--- src/rtl/background_palette_encoder.sv ---
`default_nettype none
// ============================================================================
//  Module      : background_palette_encoder
//  Description : Two-stage valid/ready quantizer mapping RGB444 pixels to the
//                background palette index of the nearest gray level, with a
//                saturating counter of non-gray pixels emitted.
//  Revision    : 1.0 - initial release
// ============================================================================
module background_palette_encoder #(
  parameter int CNT_W = 16
) (
  input  logic             Clk,
  input  logic             Reset,
  input  logic             in_valid,
  output logic             in_ready,
  input  logic [3:0]       in_red,
  input  logic [3:0]       in_green,
  input  logic [3:0]       in_blue,
  output logic             out_valid,
  input  logic             out_ready,
  output logic [3:0]       out_index,
  output logic             out_exact,
  output logic [CNT_W-1:0] nongray_count
);

  localparam logic [CNT_W-1:0] c_CNT_MAX = {CNT_W{1'b1}};

  // Stage 1: channel sum and exact-gray flag
  logic             s1_valid_q, s1_valid_d;
  logic [5:0]       s1_sum_q,   s1_sum_d;
  logic             s1_exact_q, s1_exact_d;
  // Stage 2: palette index presented on the output
  logic             s2_valid_q, s2_valid_d;
  logic [3:0]       s2_index_q, s2_index_d;
  logic             s2_exact_q, s2_exact_d;
  logic [CNT_W-1:0] cnt_q,      cnt_d;

  logic             w_s1_load;
  logic             w_s2_load;
  logic             w_out_fire;
  logic [5:0]       w_in_sum;
  logic [5:0]       w_sum_p1;
  logic [3:0]       w_level;
  logic [3:0]       w_index;

  // Inverse of the background palette: gray level -> palette index
  function automatic logic [3:0] level_to_index(input logic [3:0] level);
    logic [3:0] idx;
    case (level)
      4'h0: idx = 4'd0;
      4'h1: idx = 4'd10;
      4'h2: idx = 4'd4;
      4'h3: idx = 4'd11;
      4'h4: idx = 4'd7;
      4'h5: idx = 4'd8;
      4'h6: idx = 4'd2;
      4'h7: idx = 4'd12;
      4'h8: idx = 4'd15;
      4'h9: idx = 4'd6;
      4'hA: idx = 4'd9;
      4'hB: idx = 4'd1;
      4'hC: idx = 4'd14;
      4'hD: idx = 4'd5;
      4'hE: idx = 4'd13;
      default: idx = 4'd3;
    endcase
    return idx;
  endfunction

  // Handshake control: each stage advances when its successor can take data
  always_comb begin
    w_s2_load  = !s2_valid_q || out_ready;
    w_s1_load  = !s1_valid_q || w_s2_load;
    w_out_fire = s2_valid_q && out_ready && !Reset;
    in_ready   = w_s1_load && !Reset;
    out_valid  = s2_valid_q && !Reset;
    out_index  = s2_index_q;
    out_exact  = s2_exact_q;
    nongray_count = cnt_q;
  end

  // Datapath: sum of channels in S1, rounded mean and index lookup in S2.
  // (sum + 1) / 3 rounds sum/3 to nearest; sum/3 never sits on a .5 point.
  always_comb begin
    w_in_sum = {2'b00, in_red} + {2'b00, in_green} + {2'b00, in_blue};
    w_sum_p1 = s1_sum_q + 6'd1;
    w_level  = 4'(w_sum_p1 / 6'd3);
    w_index  = level_to_index(w_level);
  end

  // Next-state: a loading stage copies its predecessor, including its valid
  always_comb begin
    s1_valid_d = s1_valid_q;
    s1_sum_d   = s1_sum_q;
    s1_exact_d = s1_exact_q;
    s2_valid_d = s2_valid_q;
    s2_index_d = s2_index_q;
    s2_exact_d = s2_exact_q;
    cnt_d      = cnt_q;
    if (w_s1_load) begin
      s1_valid_d = in_valid;
      s1_sum_d   = w_in_sum;
      s1_exact_d = (in_red == in_green) && (in_green == in_blue);
    end
    if (w_s2_load) begin
      s2_valid_d = s1_valid_q;
      s2_index_d = w_index;
      s2_exact_d = s1_exact_q;
    end
    if (w_out_fire && !s2_exact_q && (cnt_q != c_CNT_MAX)) begin
      cnt_d = cnt_q + 1'b1;
    end
  end

  // Pipeline and counter registers with synchronous reset
  always_ff @(posedge Clk) begin
    if (Reset) begin
      s1_valid_q <= 1'b0;
      s1_sum_q   <= '0;
      s1_exact_q <= 1'b0;
      s2_valid_q <= 1'b0;
      s2_index_q <= '0;
      s2_exact_q <= 1'b0;
      cnt_q      <= '0;
    end else begin
      s1_valid_q <= s1_valid_d;
      s1_sum_q   <= s1_sum_d;
      s1_exact_q <= s1_exact_d;
      s2_valid_q <= s2_valid_d;
      s2_index_q <= s2_index_d;
      s2_exact_q <= s2_exact_d;
      cnt_q      <= cnt_d;
    end
  end

endmodule
`default_nettype wire

--- config.mk ---
export PLATFORM = sky130hd
export DESIGN_NAME = background_palette_encoder
export DESIGN_NICKNAME = d
export VERILOG_FILES = /design/src/rtl/background_palette_encoder.sv
export SDC_FILE = /design/constraint.sdc
export NUM_CORES = 1
export LEC_CHECK = 0
export CORE_MARGIN = 2
export CORE_UTILIZATION = 55
export DETAILED_ROUTE_END_ITERATION = 8
export PLACE_DENSITY_LB_ADDON = 0.2
export SLEW_MARGIN = 20
export SYNTH_ARGS = -nofsm -noshare
export SYNTH_HDL_FRONTEND = slang
export SYNTH_SLANG_ARGS = --single-unit
--- constraint.sdc ---
create_clock -name Clk -period 4.7 [get_ports Clk]
set_input_delay 0.94 -clock Clk [delete_from_list [all_inputs] [get_ports Clk]]
set_output_delay 0.94 -clock Clk [all_outputs]
set_load 0.02 [all_outputs]
==> run_results.csv <==
group,metric,value,unit
power,irDropWorstVdd,0.1466,mV
timing,slew_viol_final,0,
synth,yosysTopAreaCell,"dfxtp_1",
min_path,hold_path_class,"reg2reg",
worst_setup_path,start_kind,"flip-flop",
synth,synth.top_cell.area_share,22.71,%
timing,clock_skew,0.01197,ns
layout,n_fill_cell,422,
synth,synthTopCellsByCount,"nand2_1, dfxtp_1, nor2_1, a21oi_1, ha_1",
clocking,clk-insertion-delay-late,0.29,ns
worst_setup_path,worst_ep_required_time,4.85,ns
grt,grt_pass1_wl,9894,um
grt,grt.total_usage,23.25,%
synth,ys_types,70,
floorplanning,dieArea,0.005380,mm2
timing,period_minus_slack,4.036,ns
synth,async_flop_share,0,%
clocking,post_cts_buffers,0,
routing,vias,2493,
synth,synthCells,330,
placement,gp_congestion,0.8992,
routing,drtPass1Iterations,4,
synth,synth.area.top_cells,"dfxtp_1, ha_1, nand2_1",
clocking,cts_buffers,5,
worst_setup_path,critPathBufInv,1,
synth,avgSynthCellArea,8.015,um2
layout,drive_gt1_share,8.791,%
floorplanning,initial_core_util,56.37,%
timing,rsz0062_at_grt,"false",
worst_setup_path,crit_arrival,4.19,ns
floorplanning,die_w,73.35,um
timing,setup_viol,0,
timing,tightest_slew,0.6600,ns
power,leakagePower,1.182,nW
clocking,cts_resized,0,
layout,register_area,600.6,um2
floorplanning,die_h,73.35,um
synth,synth_area,0.002645,mm2
worst_setup_path,slowest_stage,"a2111oi_0",
clocking,cts_tree,"yes",
placement,port_buffers,38,
timing,timing.final.hold_violations,0,
synth,synth_edf_count,0,
synth,synth.most_common_cell,"nand2_1",
power,p_int,0.6268,mW
layout,areaGrowthSynthToFinish,18.02,%
power,total_power,1.050,mW
power,seq_power_share,29.4,%
clocking,cts_root_buf,"clkbuf_8",
grt,overflow,0,
timing,whs,0.4576,ns
routing,vias_per_cell,5.964,
power,p_sw_share,40.30,%
layout,antenna_cells,0,
timing,final.setup.tns,0,ns
placement,dp_hpwl,4524,um
clocking,cts_hold_buf,0,
power,comb_power_share,49.4,%
synth,syn_nets,370,
synth,ys_warn_count,0,
worst_setup_path,cp_slowest_stage_delay,0.43,ns
power,p_sw,0.4231,mW
outcome,status,"complete, no violations",
worst_setup_path,path_common_cell,"ha_1",
flow_run,max_cap_violations,0,
power,powerDensity,336.3,mW/mm2
timing,fmax,247.8,MHz
worst_setup_path,cp_max_fo,13,
routing,post_drt_wl_per_cell,14.57,um
clocking,cts.sinks,30,
grt,antenna_found_initial,0,
worst_setup_path,cp_cell_sequence,"ha_1 -> buf_4 -> xnor2_1 -> a22oi_1 -> a41oi_1 -> o311a_1 -> ha_1 -> a41oi_1 -> o31ai_1 -> a2111oi_0 -> o21bai_1 -> nor2b_1 -> ha_1 -> nor2b_1 -> a2111oi_0 -> a2111oi_2",
clocking,clk_pin_slew_worst_paths,0.07,ns
layout,nNetsFinal,403,
worst_setup_path,critical-path-top-delay-family,"compound AO/OA/AOI/OAI gates",
floorplanning,rows,25,
floorplanning,placeableCoreArea,0.004692,mm2
clocking,cts_buffer_depth,2,
layout,multi_input_area,0.001847,mm2
grt,grt_pass1_vias,2179,
routing,routed_wl,6089,um
timing,relSlewSlack,55.94,%
power,clockPowerShare,21.3,%
routing,ant_nets,0,
routing,drt_iter0_drc,262,
grt,grt_max_degree,31,
worst_setup_path,critPathKind,"reg2reg",
routing,drc,0,
synth,ys_ff_latch,30,
worst_setup_path,worst_setup_path_end_kind,"flip-flop",
clocking,htree_levels,2,
floorplanning,ios,39,
timing,final.period_utilization,85.88,%
synth,seq_area_frac_synth,22.71,%
synth,synthFlopType,"dfxtp_1",
## power groups by stage
stage,sequential (mW),clock [mW],combinational (mW)
after floorplan,0.319,0,0.389
after CTS,0.308,0.228,0.517
after global routing,0.312,0.235,0.574
final,0.308,0.223,0.518
after global placement,0.313,0,0.502
after detailed placement,0.313,0,0.514
## worst reg2reg max path: cells and delay by family (launching register included)
| kind | cells | cell delay [ns] |
|---|---|---|
| adder cells (fa/ha/maj) | 3 | 0.90 |
| buffers and inverters | 1 | 0.28 |
| AND/OR/NAND/NOR | 2 | 0.35 |
| AO/OA/AOI/OAI | 9 | 1.93 |
| XOR/XNOR | 1 | 0.12 |
| flip-flops | 1 | 0.33 |
## metal layers
metal  track usage [%]  vias up  share of wire (%)
met5                 0        -                  0
met1             31.21     1138                 45
li1                  -     1251                  -
met3             3.841       12                6.1
met2             37.04       92                 47
met4             9.697        0                2.3
## path summary, 6_finish.rpt
| check | from | slack (ns) | depth (start not counted) | end |
|---|---|---|---|---|
| min reg2reg | out_index[0] | 0.46 | 2 | out_index[0] |
| max | s1_sum_q[0] | 0.66 | 16 | out_index[2] |
| max reg2reg | s1_sum_q[0] | 0.66 | 16 | out_index[2] |
| min | out_index[0] | 0.46 | 2 | out_index[0] |
## cell type report
type	instances	area share [%]
clock buffers	6	2.645
clock inverters	2	0.4008
inverters	17	2.044
multi-input cells	262	59.16
flip-flops and latches	30	19.24
well taps	54	2.164
repair buffers	47	14.35
## kinds of logic (layout without fill, tap and decap cells)
| family | count (synthesis) | in the layout | synth area share (%) |
|---|---|---|---|
| flip-flops | 30 | 30 | 22.71 |
| AND/OR/NAND/NOR | 127 | 127 | 24.31 |
| buffers and inverters | 38 | 72 | 7.474 |
| multiplexers | 3 | 3 | 1.135 |
| AO/OA/AOI/OAI | 87 | 87 | 24.65 |
| adder cells (fa/ha/maj) | 24 | 24 | 12.77 |
| XOR/XNOR | 21 | 21 | 6.954 |
## cell usage in the layout, fill, tap and decap left out, drive strengths merged, types with 10 or more instances in the layout
cell type and count:
ha 19, a21oi 23, nor2b 10, inv 17
nor2 28, clkdlybuf4s50 38, dfxtp 30, nand2 38
xor2 13
## metrics by stage
step           cells  area, um2  setup slack [ns]  util, %
3_5_place_dp     410       3027            0.7250    64.51
3_3_place_gp     410       3027            0.8963    64.51
2_1_floorplan    330       2645             1.074        -
5_1_grt          418       3122            0.2761    66.53
4_1_cts          418       3122            0.7126    66.53
6_report         418       3122            0.6637    66.53
## flip-flops by register name, summed over array words and instances, names as in the netlist
name	count
nongray_count	16
out_exact	1
out_index	4
s1_exact_q	1
s1_sum_q	6
s1_valid_q	1
s2_valid_q	1
Note: power is estimated with default switching activity, not from simulation.
